[config.mk]
export PLATFORM = sky130hd
export DESIGN_NAME = hazard_control_unit_flat
export DESIGN_NICKNAME = d
export VERILOG_FILES = /design/src/rtl/cpu_types_pkg.sv /design/src/rtl/hazard_control_unit_if.sv /design/src/rtl/sat_counter.sv /design/src/rtl/hazard_control_unit.sv /design/src/flat_wrapper.sv
export SDC_FILE = /design/constraint.sdc
export NUM_CORES = 1
export LEC_CHECK = 0
export BUFFER_PORTS_ARGS = -buffer_cell sky130_fd_sc_hd__buf_2
export CAP_MARGIN = 20
export CORE_UTILIZATION = 45
export DETAILED_ROUTE_END_ITERATION = 12
export PLACE_DENSITY = 0.76
export SLEW_MARGIN = 30
export SYNTH_ARGS = -nofsm -noshare
export SYNTH_HDL_FRONTEND = slang
export SYNTH_SLANG_ARGS = --single-unit
[constraint.sdc]
create_clock -name CLK -period 2.3 [get_ports CLK]
set_clock_uncertainty 0.15 [all_clocks]
set_input_delay 0.46 -clock CLK [delete_from_list [all_inputs] [get_ports CLK]]
set_output_delay 0.46 -clock CLK [all_outputs]
set_load 0.03 [all_outputs]
[src/rtl/cpu_types_pkg.sv]
// Shared CPU types: register-number type and hazard control unit state encoding.
package cpu_types_pkg;

    localparam int unsigned REG_W = 5;

    typedef logic [REG_W-1:0] regbits_t;

    // Hazard control unit states, kept as plain constants for legacy compatibility
    typedef logic [1:0] hcu_state_t;
    localparam hcu_state_t RUN      = 2'd0;
    localparam hcu_state_t MEM_WAIT = 2'd1;
    localparam hcu_state_t HALTED   = 2'd2;

endpackage

[src/rtl/hazard_control_unit_if.sv]
// Hazard control unit bundle.
//   hcu: pipeline status inputs (ihit, dhit, EX/MEM, ID/EX, IF/ID, MEM/WB info);
//        drives stage enables, stage flushes, halted and the event counters.
//   tb : mirror view for the driving environment.
interface hazard_control_unit_if #(parameter int unsigned CNT_W = 16);
    import cpu_types_pkg::*;

    logic             ihit;
    logic             dhit;
    logic             exm_dREN;
    logic             exm_dWEN;
    logic             exm_branch_taken;
    logic             idex_dREN;
    regbits_t         idex_rt_out;
    regbits_t         ifid_rs;
    regbits_t         ifid_rt;
    logic             mwb_halt;

    logic             pc_en;
    logic             ifid_en;
    logic             idex_en;
    logic             exm_en;
    logic             mwb_en;
    logic             ifid_flush;
    logic             idex_flush;
    logic             exm_flush;
    logic             halted;
    logic [CNT_W-1:0] stall_cnt;
    logic [CNT_W-1:0] flush_cnt;

    modport hcu (
        input  ihit, dhit, exm_dREN, exm_dWEN, exm_branch_taken,
               idex_dREN, idex_rt_out, ifid_rs, ifid_rt, mwb_halt,
        output pc_en, ifid_en, idex_en, exm_en, mwb_en,
               ifid_flush, idex_flush, exm_flush, halted, stall_cnt, flush_cnt
    );

    modport tb (
        output ihit, dhit, exm_dREN, exm_dWEN, exm_branch_taken,
               idex_dREN, idex_rt_out, ifid_rs, ifid_rt, mwb_halt,
        input  pc_en, ifid_en, idex_en, exm_en, mwb_en,
               ifid_flush, idex_flush, exm_flush, halted, stall_cnt, flush_cnt
    );

endinterface

[src/rtl/sat_counter.sv]
// Saturating up-counter with synchronous active-low clear.
//   CLK, nRST : clock, synchronous active-low reset
//   inc       : count one event this cycle
//   count     : current value, sticks at all-ones
module sat_counter #(
    parameter int unsigned W = 16
) (
    input  logic         CLK,
    input  logic         nRST,
    input  logic         inc,
    output logic [W-1:0] count
);

    always_ff @(posedge CLK) begin
        if (!nRST) begin
            count <= '0;
        end else if (inc && (count != {W{1'b1}})) begin
            count <= count + W'(1);
        end
    end

endmodule

[src/rtl/hazard_control_unit.sv]
// Pipeline hazard control: stalls on data-memory wait and load-use,
// flushes on taken branches and instruction misses, stops on HALT.
//   CLK, nRST : clock, synchronous active-low reset
//   hif       : status inputs in, stage enables/flushes, halted, counters out
// Enables and flushes are combinational from state and inputs.
module hazard_control_unit
    import cpu_types_pkg::*;
#(
    parameter int unsigned CNT_W = 16
) (
    input  logic                  CLK,
    input  logic                  nRST,
    hazard_control_unit_if.hcu    hif
);

    hcu_state_t state;
    hcu_state_t nextState;

    logic memwait;
    logic loaduse;
    logic pcEn, ifidEn, idexEn, exmEn, mwbEn;
    logic ifidFlush, idexFlush, exmFlush;
    logic haltedC;
    logic stallInc, flushInc;

    assign memwait = (hif.exm_dREN | hif.exm_dWEN) & ~hif.dhit;
    assign loaduse = hif.idex_dREN & (hif.idex_rt_out != '0) &
                     ((hif.idex_rt_out == hif.ifid_rs) | (hif.idex_rt_out == hif.ifid_rt));

    // State register
    always_ff @(posedge CLK) begin
        if (!nRST) begin
            state <= RUN;
        end else begin
            state <= nextState;
        end
    end

    // Next state and pipeline control
    always_comb begin
        nextState = state;
        pcEn      = 1'b0;
        ifidEn    = 1'b0;
        idexEn    = 1'b0;
        exmEn     = 1'b0;
        mwbEn     = 1'b0;
        ifidFlush = 1'b0;
        idexFlush = 1'b0;
        exmFlush  = 1'b0;
        haltedC   = 1'b0;
        stallInc  = 1'b0;
        flushInc  = 1'b0;

        if (!nRST) begin
            // Reset loads bubbles everywhere regardless of the current state
            ifidFlush = 1'b1;
            idexFlush = 1'b1;
            exmFlush  = 1'b1;
            nextState = RUN;
        end else if (state == HALTED) begin
            haltedC = 1'b1;
        end else if (hif.mwb_halt) begin
            nextState = HALTED;
        end else if ((state == RUN) && memwait) begin
            stallInc  = 1'b1;
            nextState = MEM_WAIT;
        end else if ((state == MEM_WAIT) && !hif.dhit) begin
            stallInc = 1'b1;
        end else begin
            // RUN decision; a completing MEM_WAIT lands here with memwait cleared by dhit
            nextState = RUN;
            if (hif.exm_branch_taken) begin
                {pcEn, ifidEn, idexEn, exmEn, mwbEn} = 5'b11111;
                {ifidFlush, idexFlush, exmFlush}     = 3'b111;
                flushInc = 1'b1;
            end else if (loaduse) begin
                // Hold PC and IF/ID, insert one bubble into ID/EX
                exmEn     = 1'b1;
                mwbEn     = 1'b1;
                idexFlush = 1'b1;
                stallInc  = 1'b1;
            end else if (!hif.ihit) begin
                {ifidEn, idexEn, exmEn, mwbEn} = 4'b1111;
                ifidFlush = 1'b1;
                stallInc  = 1'b1;
            end else begin
                {pcEn, ifidEn, idexEn, exmEn, mwbEn} = 5'b11111;
            end
        end
    end

    assign hif.pc_en      = pcEn;
    assign hif.ifid_en    = ifidEn;
    assign hif.idex_en    = idexEn;
    assign hif.exm_en     = exmEn;
    assign hif.mwb_en     = mwbEn;
    assign hif.ifid_flush = ifidFlush;
    assign hif.idex_flush = idexFlush;
    assign hif.exm_flush  = exmFlush;
    assign hif.halted     = haltedC;

    sat_counter #(.W(CNT_W)) u_stall_cnt (
        .CLK   (CLK),
        .nRST  (nRST),
        .inc   (stallInc),
        .count (hif.stall_cnt)
    );

    sat_counter #(.W(CNT_W)) u_flush_cnt (
        .CLK   (CLK),
        .nRST  (nRST),
        .inc   (flushInc),
        .count (hif.flush_cnt)
    );

endmodule

[src/flat_wrapper.sv]
// flat-port wrapper written by rule: the top's interface ports become plain ports
module hazard_control_unit_flat import cpu_types_pkg::*;
#(
    parameter int unsigned CNT_W = 16
)
  (CLK, nRST, hif_ihit, hif_dhit, hif_exm_dREN, hif_exm_dWEN, hif_exm_branch_taken, hif_idex_dREN, hif_idex_rt_out, hif_ifid_rs, hif_ifid_rt, hif_mwb_halt, hif_pc_en, hif_ifid_en, hif_idex_en, hif_exm_en, hif_mwb_en, hif_ifid_flush, hif_idex_flush, hif_exm_flush, hif_halted, hif_stall_cnt, hif_flush_cnt);
  hazard_control_unit_if #(.CNT_W(CNT_W)) hif_i ();
  input  logic CLK;
  input  logic nRST;
  input wire logic [$bits(hif_i.ihit)-1:0] hif_ihit;
  input wire logic [$bits(hif_i.dhit)-1:0] hif_dhit;
  input wire logic [$bits(hif_i.exm_dREN)-1:0] hif_exm_dREN;
  input wire logic [$bits(hif_i.exm_dWEN)-1:0] hif_exm_dWEN;
  input wire logic [$bits(hif_i.exm_branch_taken)-1:0] hif_exm_branch_taken;
  input wire logic [$bits(hif_i.idex_dREN)-1:0] hif_idex_dREN;
  input wire logic [$bits(hif_i.idex_rt_out)-1:0] hif_idex_rt_out;
  input wire logic [$bits(hif_i.ifid_rs)-1:0] hif_ifid_rs;
  input wire logic [$bits(hif_i.ifid_rt)-1:0] hif_ifid_rt;
  input wire logic [$bits(hif_i.mwb_halt)-1:0] hif_mwb_halt;
  output wire logic [$bits(hif_i.pc_en)-1:0] hif_pc_en;
  output wire logic [$bits(hif_i.ifid_en)-1:0] hif_ifid_en;
  output wire logic [$bits(hif_i.idex_en)-1:0] hif_idex_en;
  output wire logic [$bits(hif_i.exm_en)-1:0] hif_exm_en;
  output wire logic [$bits(hif_i.mwb_en)-1:0] hif_mwb_en;
  output wire logic [$bits(hif_i.ifid_flush)-1:0] hif_ifid_flush;
  output wire logic [$bits(hif_i.idex_flush)-1:0] hif_idex_flush;
  output wire logic [$bits(hif_i.exm_flush)-1:0] hif_exm_flush;
  output wire logic [$bits(hif_i.halted)-1:0] hif_halted;
  output wire logic [$bits(hif_i.stall_cnt)-1:0] hif_stall_cnt;
  output wire logic [$bits(hif_i.flush_cnt)-1:0] hif_flush_cnt;
  assign hif_i.ihit = hif_ihit;
  assign hif_i.dhit = hif_dhit;
  assign hif_i.exm_dREN = hif_exm_dREN;
  assign hif_i.exm_dWEN = hif_exm_dWEN;
  assign hif_i.exm_branch_taken = hif_exm_branch_taken;
  assign hif_i.idex_dREN = hif_idex_dREN;
  assign hif_i.idex_rt_out = hif_idex_rt_out;
  assign hif_i.ifid_rs = hif_ifid_rs;
  assign hif_i.ifid_rt = hif_ifid_rt;
  assign hif_i.mwb_halt = hif_mwb_halt;
  assign hif_pc_en = hif_i.pc_en;
  assign hif_ifid_en = hif_i.ifid_en;
  assign hif_idex_en = hif_i.idex_en;
  assign hif_exm_en = hif_i.exm_en;
  assign hif_mwb_en = hif_i.mwb_en;
  assign hif_ifid_flush = hif_i.ifid_flush;
  assign hif_idex_flush = hif_i.idex_flush;
  assign hif_exm_flush = hif_i.exm_flush;
  assign hif_halted = hif_i.halted;
  assign hif_stall_cnt = hif_i.stall_cnt;
  assign hif_flush_cnt = hif_i.flush_cnt;
  hazard_control_unit #(.CNT_W(CNT_W)) u_core (.CLK(CLK), .nRST(nRST), .hif(hif_i));
endmodule
# ---- Yosys cells after proc, flatten, opt, wreduce, memory -nomap -nowiden
# Index checks and enable logic that the tools add are counted.
dict set report word_totals {
  register_bits 34
  latch_bits 0
  mem_bits_rw 0
  rom_bits 0
  inputBits 24
  output_inout_bits 41
  elab_cells 81
  n_memories 0
}
dict set report classes {
  n_addsub 2
  mul 0
  div 0
  n_lt_le_gt_ge 0
  eq_ne 7
  shifts 0
  mux 54
  bitwise 7
  n_reduce_logical 8
}
# op count
set op_table {}
lappend op_table {{2-to-1 mux 1 bit} 51}
lappend op_table {{adder 16 x 1 -> 16 bit, second input constant} 2}
lappend op_table {{!= test 16 bit, second input constant} 2}
lappend op_table {{== test 5 bit} 2}
lappend op_table {{2-to-1 mux 2 bit} 3}
lappend op_table {{nonzero test 5 bit} 1}
lappend op_table {{logical AND 1 bit} 4}
lappend op_table {{bitwise AND 1 bit} 3}
lappend op_table {{!= test 3 x 2 -> 1 bit, second input constant} 1}
lappend op_table {{== test 2 x 1 -> 1 bit, second input constant} 1}
lappend op_table {{== test 2 bit, second input constant} 1}
lappend op_table {{zero test 2 bit} 1}
lappend op_table {{NOT 1 bit} 2}
lappend op_table {{OR 1 bit} 2}
lappend op_table {{AND reduction 2 bit} 1}
lappend op_table {{zero test 1 bit} 1}

# ---- Longest topological paths before layout
# Gate-level depths: netlist of run 1.
dict set report logic_depth {
  depth_word 11
  ltp_mapped 9
  depth_no_buf 7
}

# ---- Hierarchy
# Synthesis of run 1 repeated with hierarchy kept, for this count alone.
dict set report hier_totals {
  cells_unflattened 239
  hier_area_um2 1998.2
}
# mod instances cells_each area_each_um2 seq_area_each_um2
set modules_own_cells {}
lappend modules_own_cells {sat_counter 2 97 837.1 320.3}
lappend modules_own_cells {hazard_control_unit 1 45 324.1 40.0}

# ---- Least setup slack after synthesis of run 1
# Ideal clock, no wire load.
dict set report synth_path {
  path_type {input-to-output}
  startpoint {input port nRST}
  endpoint {output port hif_pc_en}
  t_arrival_ps 2648
  t_required_ps 1690
  setup_slack_ps -958
  cell_stages 5
  path_buffers 0
  cell_sequence {inv_2 -> or3_4 -> nor2_1 -> a21boi_0 -> and2_1}
}
dict set report synth_via {
  elab_chain_cells 1
}
# element line_no
set synth_lines {}
lappend synth_lines {{start: declaration} flat_wrapper.sv:9} ;# input logic nRST;
lappend synth_lines {{2-to-1 mux 1 bit} hazard_control_unit.sv:54} ;# if (!nRST) begin
lappend synth_lines {{end: declaration} flat_wrapper.sv:20} ;# output wire logic [$bits(hif_i.pc_en)-1:0] hif_pc_en;
# Every way passes these cells.

# ---- Final worst setup path of run 1
dict set report layout_path {
  startpoint {input port hif_idex_rt_out[0]}
  endpoint {output port hif_pc_en}
}
dict set report layout_via {
  elab_chain_cells 10
  word_cells_on_any_way 13
  classes_between {eq/ne: 2; mux: 7; bitwise: 3; reduce/logical: 1}
}
# element line_no
set layout_lines {}
lappend layout_lines {{start: declaration} flat_wrapper.sv:16} ;# input wire logic [$bits(hif_i.idex_rt_out)-1:0] hif_idex_rt_out;
lappend layout_lines {{== test 5 bit / nonzero test 5 bit (equally long branches)} {hazard_control_unit.sv:28, hazard_control_unit.sv:27}}
lappend layout_lines {{OR 1 bit / bitwise AND 1 bit (equally long branches)} {hazard_control_unit.sv:28, hazard_control_unit.sv:27}}
lappend layout_lines {{bitwise AND 1 bit (*)} hazard_control_unit.sv:27} ;# assign loaduse = hif.idex_dREN & (hif.idex_rt_out != '0) &
lappend layout_lines {{2-to-1 mux 1 bit (*)} hazard_control_unit.sv:76} ;# end else if (loaduse) begin
lappend layout_lines {{2-to-1 mux 1 bit (*)} hazard_control_unit.sv:72} ;# if (hif.exm_branch_taken) begin
lappend layout_lines {{2-to-1 mux 1 bit (*)} hazard_control_unit.sv:67} ;# end else if ((state == MEM_WAIT) && !hif.dhit) begin
lappend layout_lines {{2-to-1 mux 1 bit (*)} hazard_control_unit.sv:64} ;# end else if ((state == RUN) && memwait) begin
lappend layout_lines {{2-to-1 mux 1 bit (*)} hazard_control_unit.sv:62} ;# end else if (hif.mwb_halt) begin
lappend layout_lines {{2-to-1 mux 1 bit (*)} hazard_control_unit.sv:60} ;# end else if (state == HALTED) begin
lappend layout_lines {{2-to-1 mux 1 bit (*)} hazard_control_unit.sv:54}
# Mark *: on every way between the ends. The rest lies on a longest branch, timed or not.

==> results.md, run 1 <==
* Max rail drop VDD at 0.381 mV
* Vias at 2017
* Global route overflow at 0
* Root Driver: clkbuf_8
* Vias per Instance at 5.47
* Fraction of final layout cells sized beyond drive strength 1 at 0.439
* Static leakage at 0.00115 uW
* Net count reported at finish at 344
* Endpoint arrival time on the critical path at 1.83 ns
* Total DRC errors in the routed layout at 0
* Drt initial violations at 190
* Die width at 66.5 um
* Most used standard cells in the synthesized netlist: dfxtp_1 (34), nand2_1 (23), xnor2_1 (18)
* Leading cell types by total area after synthesis: dfxtp_1 (36%), xnor2_1 (8.4%), mux2i_1 (4.8%)
* Measured slew at the worst slew-check pin at 0.443 ns
* Sequential-to-total area share from yosys stat at 0.364
* Synth Instances at 228
* Sort of element at the start of the critical path: input pin
* Antenna Cells at 0
* Unrepaired setup endpoints after global routing: true
* Post-CTS Hold Fix Bufs at 0
* Yosys top cell by area: dfxtp_1
* Number of detailed-route iterations in the first pass at 4
* Maximum clock frequency at 0.410 GHz
* TritonCTS clock tree: done
* Count of flip-flops with a built-in enable after synthesis at 0
* Util after Layout at 0.692
* Critical Path Max Stage Delay at 0.54 ns
* Area of the core at 4000 um^2
* Portion of synthesized cell area occupied by the leading cell type at 0.364
* Number of rows created at floorplan at 23
* Relative slew slack at 0.703
* Maximum number of pins on one net before global-route repair at 23
* Clock transition time at the flip-flop clock pins of the worst setup and hold paths at 0.06 ns
* Global-route wire length before repair at 7280 um
* Total standard cell area after synthesis at 1870 um^2
* WP data required at 1.69 ns
* Crit-path cells: buf_6 > or4_4 > o21ai_4 > nor2b_4 > a21boi_4 > and2_4 > buf_6
* Final setup viols at 5
* Post-synth ARST share at 0
* Maximum fanout count along the critical path at 3
* Floorplan die height at 66.5 um
* Total GRT Usage at 0.217
* Status: complete, but fails checks
* Clock latency on the worst-skew pair at 0.29 ns
* Number of max-cap violations at 0
* Final clock period utilization by the worst path at 1.06
* Via count of the first global-routing pass at 1678
* Half-perimeter wire length of the detailed placement result at 3140 um
* Count of distinct cell types in the synthesized netlist at 40
* Starting density of the core at 0.468
* Most repeated cell in the gate-level netlist after synthesis: dfxtp_1
* Flop and latch count out of synthesis at 34
* Setup Total Neg Slack at -0.376 ns
* RePlAce Congestion at 0.807
* Number of antenna violations at the first check in global routing at 0
* Filler Cells Inserted at 302
* Kind of capture point of the worst setup path: output pin
* Num CTS Buffers at 5
* Post-route minimum period at 2.44 ns
* Critical path class: in -> out
* Final hold viol count at 0
* Hold WC Path Type: in -> reg
* Most used flip-flop cell after synthesis: dfxtp_1
* Power density cells at 460 nW/um^2
* Top-level I/O count at 65
* Max clock buf depth at 2
* Synth-to-layout area growth at 48.0%
* Final routed wire length divided by cell count at 13.8 um
* Count of port buffers added during placement at 64
* Crit path max-delay cell type: or4_4
* Detailed-route wire length at 5090 um
* Final worst setup slack at -0.138 ns
* Synthesized area per cell at 8.20 um^2
* Final antenna-violating net count at 0
* Number of levels the H-tree was split into at 2
* Violations in the final reports: negative setup slack
* Synthesized net count at 254
* Final max-slew violation count at 0
* Synth warn at 0
* Cell type with the highest occurrence count on the critical path: buf_6
* Full die area at 4420 um^2
* Number of clock sinks seen by CTS at 34
cell families after synthesis:
logic type	count (synthesis)	share of synthesized area
muxes	9	0.0482
AOI/OAI and AO/OA	36	0.118
and+or+nand+nor	110	0.319
DFF	34	0.364
buffers and inverters	18	0.0488
adders and majority gates	2	0.0134
xor gates and xnor gates	19	0.0890
cell usage in the layout (no fill, tap or decap), types with 5 or more instances in the layout:
cell type and count:
clkbuf_8 6, a21oi_1 8, buf_4 21, o31ai_1 6, buf_2 56, inv_1 8
nand3_1 17, buf_6 15, nor3_1 5, nand2_1 22, nand4_1 7, dfxtp_2 6
dfxtp_1 28, xnor2_1 17, nor2_1 16, or3_1 6, mux2i_1 9
final timing paths:
path | start | endpoint | slack [ns] | depth (start not counted)
worst max register to register | u_core.state[1] | u_core.u_flush_cnt.count[8] | 0.02 | 8
worst max-delay path | hif_idex_rt_out[0] | hif_pc_en | -0.14 | 7
worst min-delay path | hif_mwb_halt | u_core.state[0] | 0.29 | 3
worst min register to register | u_core.u_flush_cnt.count[15] | u_core.u_flush_cnt.count[15] | 0.34 | 1
registers in the layout, summed over array words and instances, names as in the netlist:
name,flops
u_core.u_flush_cnt.count,16
u_core.u_stall_cnt.count,16
u_core.state,2
repair_timing:
| action | in CTS | in global routing |
|---|---|---|
| endpoints found under the setup margin | 5 | 23 |
| buffers inserted | 5 | 2 |
| resized for setup | 23 | 30 |
| cloned | 0 | 1 |
| pin swaps | 4 | 9 |
report_power, final:
group,internal (uW),leakage (uW),switching [uW]
logic,106,0.000826,114
registers,593,0.000277,4.63
clock network,241,0.0000482,214
total,941,0.00115,332
critical path, delay by kind of cell:
| kind | cells | cell delay (ns) |
|---|---|---|
| simple gates | 3 | 0.78 |
| buf+inv | 2 | 0.22 |
| compound gates | 2 | 0.37 |
layout make-up:
type	count	area, um^2	share of cell area
multi-input combinational	176	1280	0.464
sequential	34	688	0.249
timing repair buffer	92	607	0.219
clock buffer	7	86.3	0.0312
tap	50	62.6	0.0226
inverter	9	33.8	0.0122
clock inverter	1	5.00	0.00181
routing by layer:
metal	wire, um	global-route usage	up-vias
li1	-	-	999
met2	2570	0.369	53
met3	197	0.0462	10
met4	93	0.0824	0
met5	0	0	-
met1	2230	0.265	955
stage by stage:
step | hold WS, ns | cells | setup slack (ns) | instance area [um^2] | total power (uW)
2_1_floorplan | 0.389 | 228 | -0.174 | 1930 | 713
3_3_place_gp | 0.313 | 353 | -0.156 | 2400 | 776
3_5_place_dp | 0.322 | 353 | -0.160 | 2400 | 778
4_1_cts | 0.285 | 366 | -0.109 | 2610 | 1260
5_1_grt | 0.294 | 369 | -0.177 | 2770 | 1330
6_report | 0.292 | 369 | -0.138 | 2770 | 1270
Power figures use the tool's default switching activity.
==> run 2, diff against run 1 <==
--- a/config.mk
+++ b/config.mk
@@ -7,6 +7,7 @@
 export LEC_CHECK = 0
 export BUFFER_PORTS_ARGS = -buffer_cell sky130_fd_sc_hd__buf_2
 export CAP_MARGIN = 20
+export CORE_ASPECT_RATIO = 0.5
 export CORE_UTILIZATION = 45
 export DETAILED_ROUTE_END_ITERATION = 12
 export PLACE_DENSITY = 0.76
==> run 2 against run 1 <==
Highest routed layer unchanged. Cell area fell by 2.1%. Non-clock buffer count fell by 3. Clock power fell by 3%. The flow still finishes with violations (negative setup slack). Register-to-register slack lost 0.06 ns. Total power shrank 1.8%. Sequential power about the same. Critical path depth unchanged.
==> results.md, run 2 (synthesized netlist as in run 1, its figures left out) <==
* Status: complete, but fails checks
* Violations in the final reports: negative setup slack
* Unrepaired setup endpoints after global routing: true
* Endpoint arrival time on the critical path at 1.80 ns
* Antenna Cells at 0
* Design area at 2710 um^2
* Placed cell area at 2370 um^2
* Synth-to-layout area growth at 44.9%
* Area of combinational cells with multiple inputs at 1270 um^2
* Final clock period utilization by the worst path at 1.05
* Largest registers ranked by flip-flop count: u_core.u_flush_cnt.count x16, u_core.u_stall_cnt.count x16, u_core.state x2
* Kind of capture point of the worst setup path: output pin
* Final hold viol count at 0
* Max clock buf depth at 2
* Detailed-route wire length at 5330 um
* Final antenna-violating net count at 0
* Footprint of the flip-flops and latches at 688 um^2
* Starting density of the core at 0.474
* Power density cells at 461 nW/um^2
* Global-route wire length before repair at 7120 um
* Max rail drop VDD at 0.258 mV
* WP data required at 1.69 ns
* Number of max-cap violations at 0
* Highest-count cells in the layout ignoring fill and taps: buf_2 (57), dfxtp_1 (28), nand2_1 (22), buf_4 (20), nand3_1 (17)
* Final routed wire length divided by cell count at 14.5 um
* Post-CTS Hold Fix Bufs at 0
* Vias per Instance at 5.58
* Critical path class: in -> out
* Hold WC Path Type: in -> reg
* Number of rows created at floorplan at 16
* Sort of element at the start of the critical path: input pin
* Worst flop-to-flop path startpoint: u_core.state[1]
* Global route overflow at 0
* Die width at 93.2 um
* Worst r2r dst: u_core.u_stall_cnt.count[5]
* Floorplan die height at 47.6 um
* Final setup viols at 6
* Filler Cells Inserted at 297
* Total GRT Usage at 0.210
* Maximum number of pins on one net before global-route repair at 23
* Setup Total Neg Slack at -0.406 ns
* WHS Path Cells at 3
* Number of levels the H-tree was split into at 2
* Number of detailed-route iterations in the first pass at 4
* Relative slew slack at 0.608
* Vias at 2052
* Number of antenna violations at the first check in global routing at 0
* Top-level I/O count at 65
* Critical Path Sink: hif_ifid_flush
* Start point of the critical path: hif_idex_rt_out[2]
* Final worst setup slack at -0.109 ns
* Via count of the first global-routing pass at 1640
* Net count reported at finish at 341
* RePlAce Congestion at 0.799
* Static leakage at 0.00113 uW
* Num CTS Buffers at 5
* Area of the core at 3940 um^2
* Drt initial violations at 49
* Half-perimeter wire length of the detailed placement result at 3390 um
* Leading cell type in the layout, fill and taps excluded: buf_2
* Hold slack at 0.298 ns
* Post-route minimum period at 2.41 ns
* Reg-to-reg slack, setup at -0.04 ns
* Clock latency on the worst-skew pair at 0.28 ns
* Fraction of final layout cells sized beyond drive strength 1 at 0.427
* Measured slew at the worst slew-check pin at 0.585 ns
* Maximum fanout count along the critical path at 3
* Count of port buffers added during placement at 64
* Clock transition time at the flip-flop clock pins of the worst setup and hold paths at 0.07 ns
* Final max-slew violation count at 0
* Maximum clock frequency at 0.415 GHz
* Full die area at 4430 um^2
* Total DRC errors in the routed layout at 0
* Worst Reg2Reg Path Length in Cells at 8
* Root Driver: clkbuf_8
* TritonCTS clock tree: done
* Number of clock sinks seen by CTS at 34
[run 2: cell count changes in the layout (fill, tap and decap cells not counted), sizes merged]
cell,delta
buf,-3
clkbuf,-1
clkinv,-1
[run 2: area by class of cell]
type / count / share of cell area
clock buffer: 6 / 0.0305
timing repair buffer: 89 / 0.211
multi-input combinational: 176 / 0.468
sequential: 34 / 0.254
inverter: 9 / 0.0125
tap: 54 / 0.0249
[run 2: how the worst min path moves through the flow]
stage / from / to / slack, ns
floorplan: hif_mwb_halt / u_core.state[0] / 0.39
global placement: u_core.u_flush_cnt.count[15] / u_core.u_flush_cnt.count[15] / 0.32
detailed placement: u_core.u_flush_cnt.count[15] / u_core.u_flush_cnt.count[15] / 0.32
CTS: hif_mwb_halt / u_core.state[0] / 0.30
global route: hif_mwb_halt / u_core.state[0] / 0.31
finish: hif_mwb_halt / u_core.state[0] / 0.30
[run 2: critical path, stage by stage]
cell and delay, ns:
buf_6 0.09, or4_4 0.54, o21ai_4 0.17, nor2b_4 0.07, o21a_1 0.20, o21ai_4 0.12, buf_6 0.14
[run 2: layer usage]
layer  part of all wire  GRT usage  up-vias  wire length (um)
met5                  0          0        -                 0
met4             0.0081     0.0954        0                43
met3              0.055     0.0571        6               291
met2               0.51      0.369       69              2740
met1               0.42      0.253      983              2250
li1                   -          -      994                 -
[run 2: repair_timing]
item	in CTS	in global routing
resized for setup	15	30
pin swaps	5	9
endpoints found under the setup margin	5	11
setup buffers	1	8
[run 2: where the power goes]
group | internal (uW) | switching, uW | total [uW]
combinational | 99.4 | 112 | 211
clock | 231 | 209 | 440
sequential | 593 | 5.29 | 599
[run 2: through the flow]
step	setup WS, ns	cells	util	power, uW
floorplan	-0.174	228	-	713
global placement	-0.172	353	0.602	771
detailed placement	-0.211	353	0.602	776
CTS	-0.140	360	0.639	1220
global route	-0.144	368	0.687	1300
finish	-0.109	368	0.687	1250
==> run 3, diff against run 2 <==
--- a/config.mk
+++ b/config.mk
@@ -10,6 +10,8 @@
 export CORE_ASPECT_RATIO = 0.5
 export CORE_UTILIZATION = 45
 export DETAILED_ROUTE_END_ITERATION = 12
+export GPL_ROUTABILITY_DRIVEN = 0
+export GPL_TIMING_DRIVEN = 0
 export PLACE_DENSITY = 0.76
 export SLEW_MARGIN = 30
 export SYNTH_ARGS = -nofsm -noshare
==> run 3 against run 2 <==
The run still ends with negative setup slack left. Cell area shrank 4.6%. Highest routed layer is now met3. Combinational power shrank 14%. Global-route usage shrank 0.83 points. Critical endpoint is now hif_pc_en.
==> results.md, run 3 (synthesized netlist as in run 1, its figures left out) <==
* Hold_sp: hif_mwb_halt
* Vias at 1944
* TritonCTS clock tree: done
* Leading cell type in the layout, fill and taps excluded: buf_2
* Power density cells at 481 nW/um^2
* Unrepaired setup endpoints after global routing: true
* Vias per Instance at 5.42
* Worst flop-to-flop path startpoint: u_core.state[1]
* Critical path class: in -> out
* Number of detailed-route iterations in the first pass at 5
* Number of max-cap violations at 0
* Measured slew at the worst slew-check pin at 0.465 ns
* Clock latency on the worst-skew pair at 0.29 ns
* Final max-slew violation count at 0
* Hold WC Path Type: in -> reg
* Final worst setup slack at -0.155 ns
* Drt initial violations at 59
* Filler Cells Inserted at 331
* Half-perimeter wire length of the detailed placement result at 3270 um
* Violations in the final reports: negative setup slack
* Final routed wire length divided by cell count at 12.7 um
* Final setup viols at 5
* WP data required at 1.69 ns
* Worst Reg2Reg Path Length in Cells at 7
* Maximum clock frequency at 0.407 GHz
* Final antenna-violating net count at 0
* Num CTS Buffers at 5
* Floorplan die height at 47.6 um
* Count of port buffers added during placement at 64
* Total DRC errors in the routed layout at 0
* Number of rows created at floorplan at 16
* Top-level I/O count at 65
* Max clock buf depth at 2
* Net count reported at finish at 330
* Util after Layout at 0.655
* Global-route wire length before repair at 6830 um
* Maximum number of pins on one net before global-route repair at 11
* Global route overflow at 0
* Synth-to-layout area growth at 38.2%
* Number of antenna violations at the first check in global routing at 0
* Starting density of the core at 0.474
* Setup Total Neg Slack at -0.639 ns
* Endpoint, Worst Hold: u_core.state[0]
* Antenna Cells at 0
* Number of clock sinks seen by CTS at 34
* Relative slew slack at 0.688
* Fraction of final layout cells sized beyond drive strength 1 at 0.374
* Sort of element at the start of the critical path: input pin
* Status: complete, but fails checks
* Final clock period utilization by the worst path at 1.07
* Clock transition time at the flip-flop clock pins of the worst setup and hold paths at 0.07 ns
* Via count of the first global-routing pass at 1509
* Detailed-route wire length at 4580 um
* Kind of capture point of the worst setup path: output pin
* Full die area at 4430 um^2
* Largest registers ranked by flip-flop count: u_core.u_flush_cnt.count x16, u_core.u_stall_cnt.count x16, u_core.state x2
* Number of levels the H-tree was split into at 2
* Static leakage at 0.00106 uW
* Endpoint arrival time on the critical path at 1.85 ns
* Reg-to-reg slack, setup at 0.07 ns
* Hold slack at 0.213 ns
* Post-CTS Hold Fix Bufs at 0
* Maximum fanout count along the critical path at 3
* WHS Path Cells at 2
* Total GRT Usage at 0.201
* Area of the core at 3940 um^2
* Post-route minimum period at 2.46 ns
* Final hold viol count at 0
* Max rail drop VDD at 0.277 mV
* Worst r2r dst: u_core.u_stall_cnt.count[15]
* Highest-count cells in the layout ignoring fill and taps: buf_2 (58), dfxtp_1 (29), nand2_1 (22), xnor2_1 (18), nand3_1 (17)
* Die width at 93.2 um
* Root Driver: clkbuf_8
## run 3: how the worst max path moves through the flow
stage | from | end | slack [ns] | cells after the start
2_1_floorplan | hif_idex_rt_out[0] | hif_pc_en | -0.17 | 5
3_3_place_gp | hif_idex_rt_out[0] | u_core.u_stall_cnt.count[1] | -0.33 | 9
3_5_place_dp | hif_idex_rt_out[0] | u_core.u_stall_cnt.count[1] | -0.37 | 9
4_1_cts | hif_idex_rt_out[0] | hif_ifid_flush | -0.15 | 7
5_1_grt | hif_idex_rt_out[0] | hif_pc_en | -0.18 | 7
6_report | hif_idex_rt_out[0] | hif_pc_en | -0.16 | 7
## run 3: report_power, final
part	total, uW	internal (uW)	switching (uW)
Clock	463	242	222
Combinational	181	80.0	101
Sequential	597	593	4.44
## run 3: stage by stage
| stage | cell area, um^2 | power, uW | setup slack, ns | cells |
|---|---|---|---|---|
| after floorplan | 1930 | 713 | -0.174 | 228 |
| after global placement | 2310 | 762 | -0.326 | 346 |
| after detailed placement | 2310 | 765 | -0.367 | 346 |
| after CTS | 2480 | 1240 | -0.150 | 356 |
| after global routing | 2580 | 1290 | -0.180 | 359 |
| final | 2580 | 1240 | -0.155 | 359 |
## run 3: final cells by class
class | count | area (um^2) | area share
multi-input cells | 176 | 1230 | 0.477
clock buffers | 7 | 86.3 | 0.0334
inverters | 9 | 33.8 | 0.0131
repair buffers | 69 | 409 | 0.158
plain buffers | 9 | 63.8 | 0.0247
flip-flops and latches | 34 | 687 | 0.266
well taps | 54 | 67.6 | 0.0261
clock inverters | 1 | 5.00 | 0.00194
## run 3: layer usage
layer | up-vias | GRT usage | part of all wire
met2 | 34 | 0.354 | 0.48
met3 | 0 | 0.0524 | 0.037
met4 | 0 | 0.0554 | 0
li1 | 976 | - | -
met5 | - | 0 | 0
met1 | 934 | 0.255 | 0.48
## run 3: timing repair
| item | 4_1_cts | 5_1_grt |
|---|---|---|
| setup buffers | 2 | 3 |
| gates resized for setup | 19 | 17 |
| pin swaps | 4 | 6 |
| setup endpoints to repair | 10 | 17 |
## run 3: critical path, stage by stage
cell      delay [ns]
buf_8           0.10
or4_4           0.54
o21ai_4         0.18
nor2b_4         0.07
a21boi_4        0.20
and2_4          0.17
buf_6           0.12
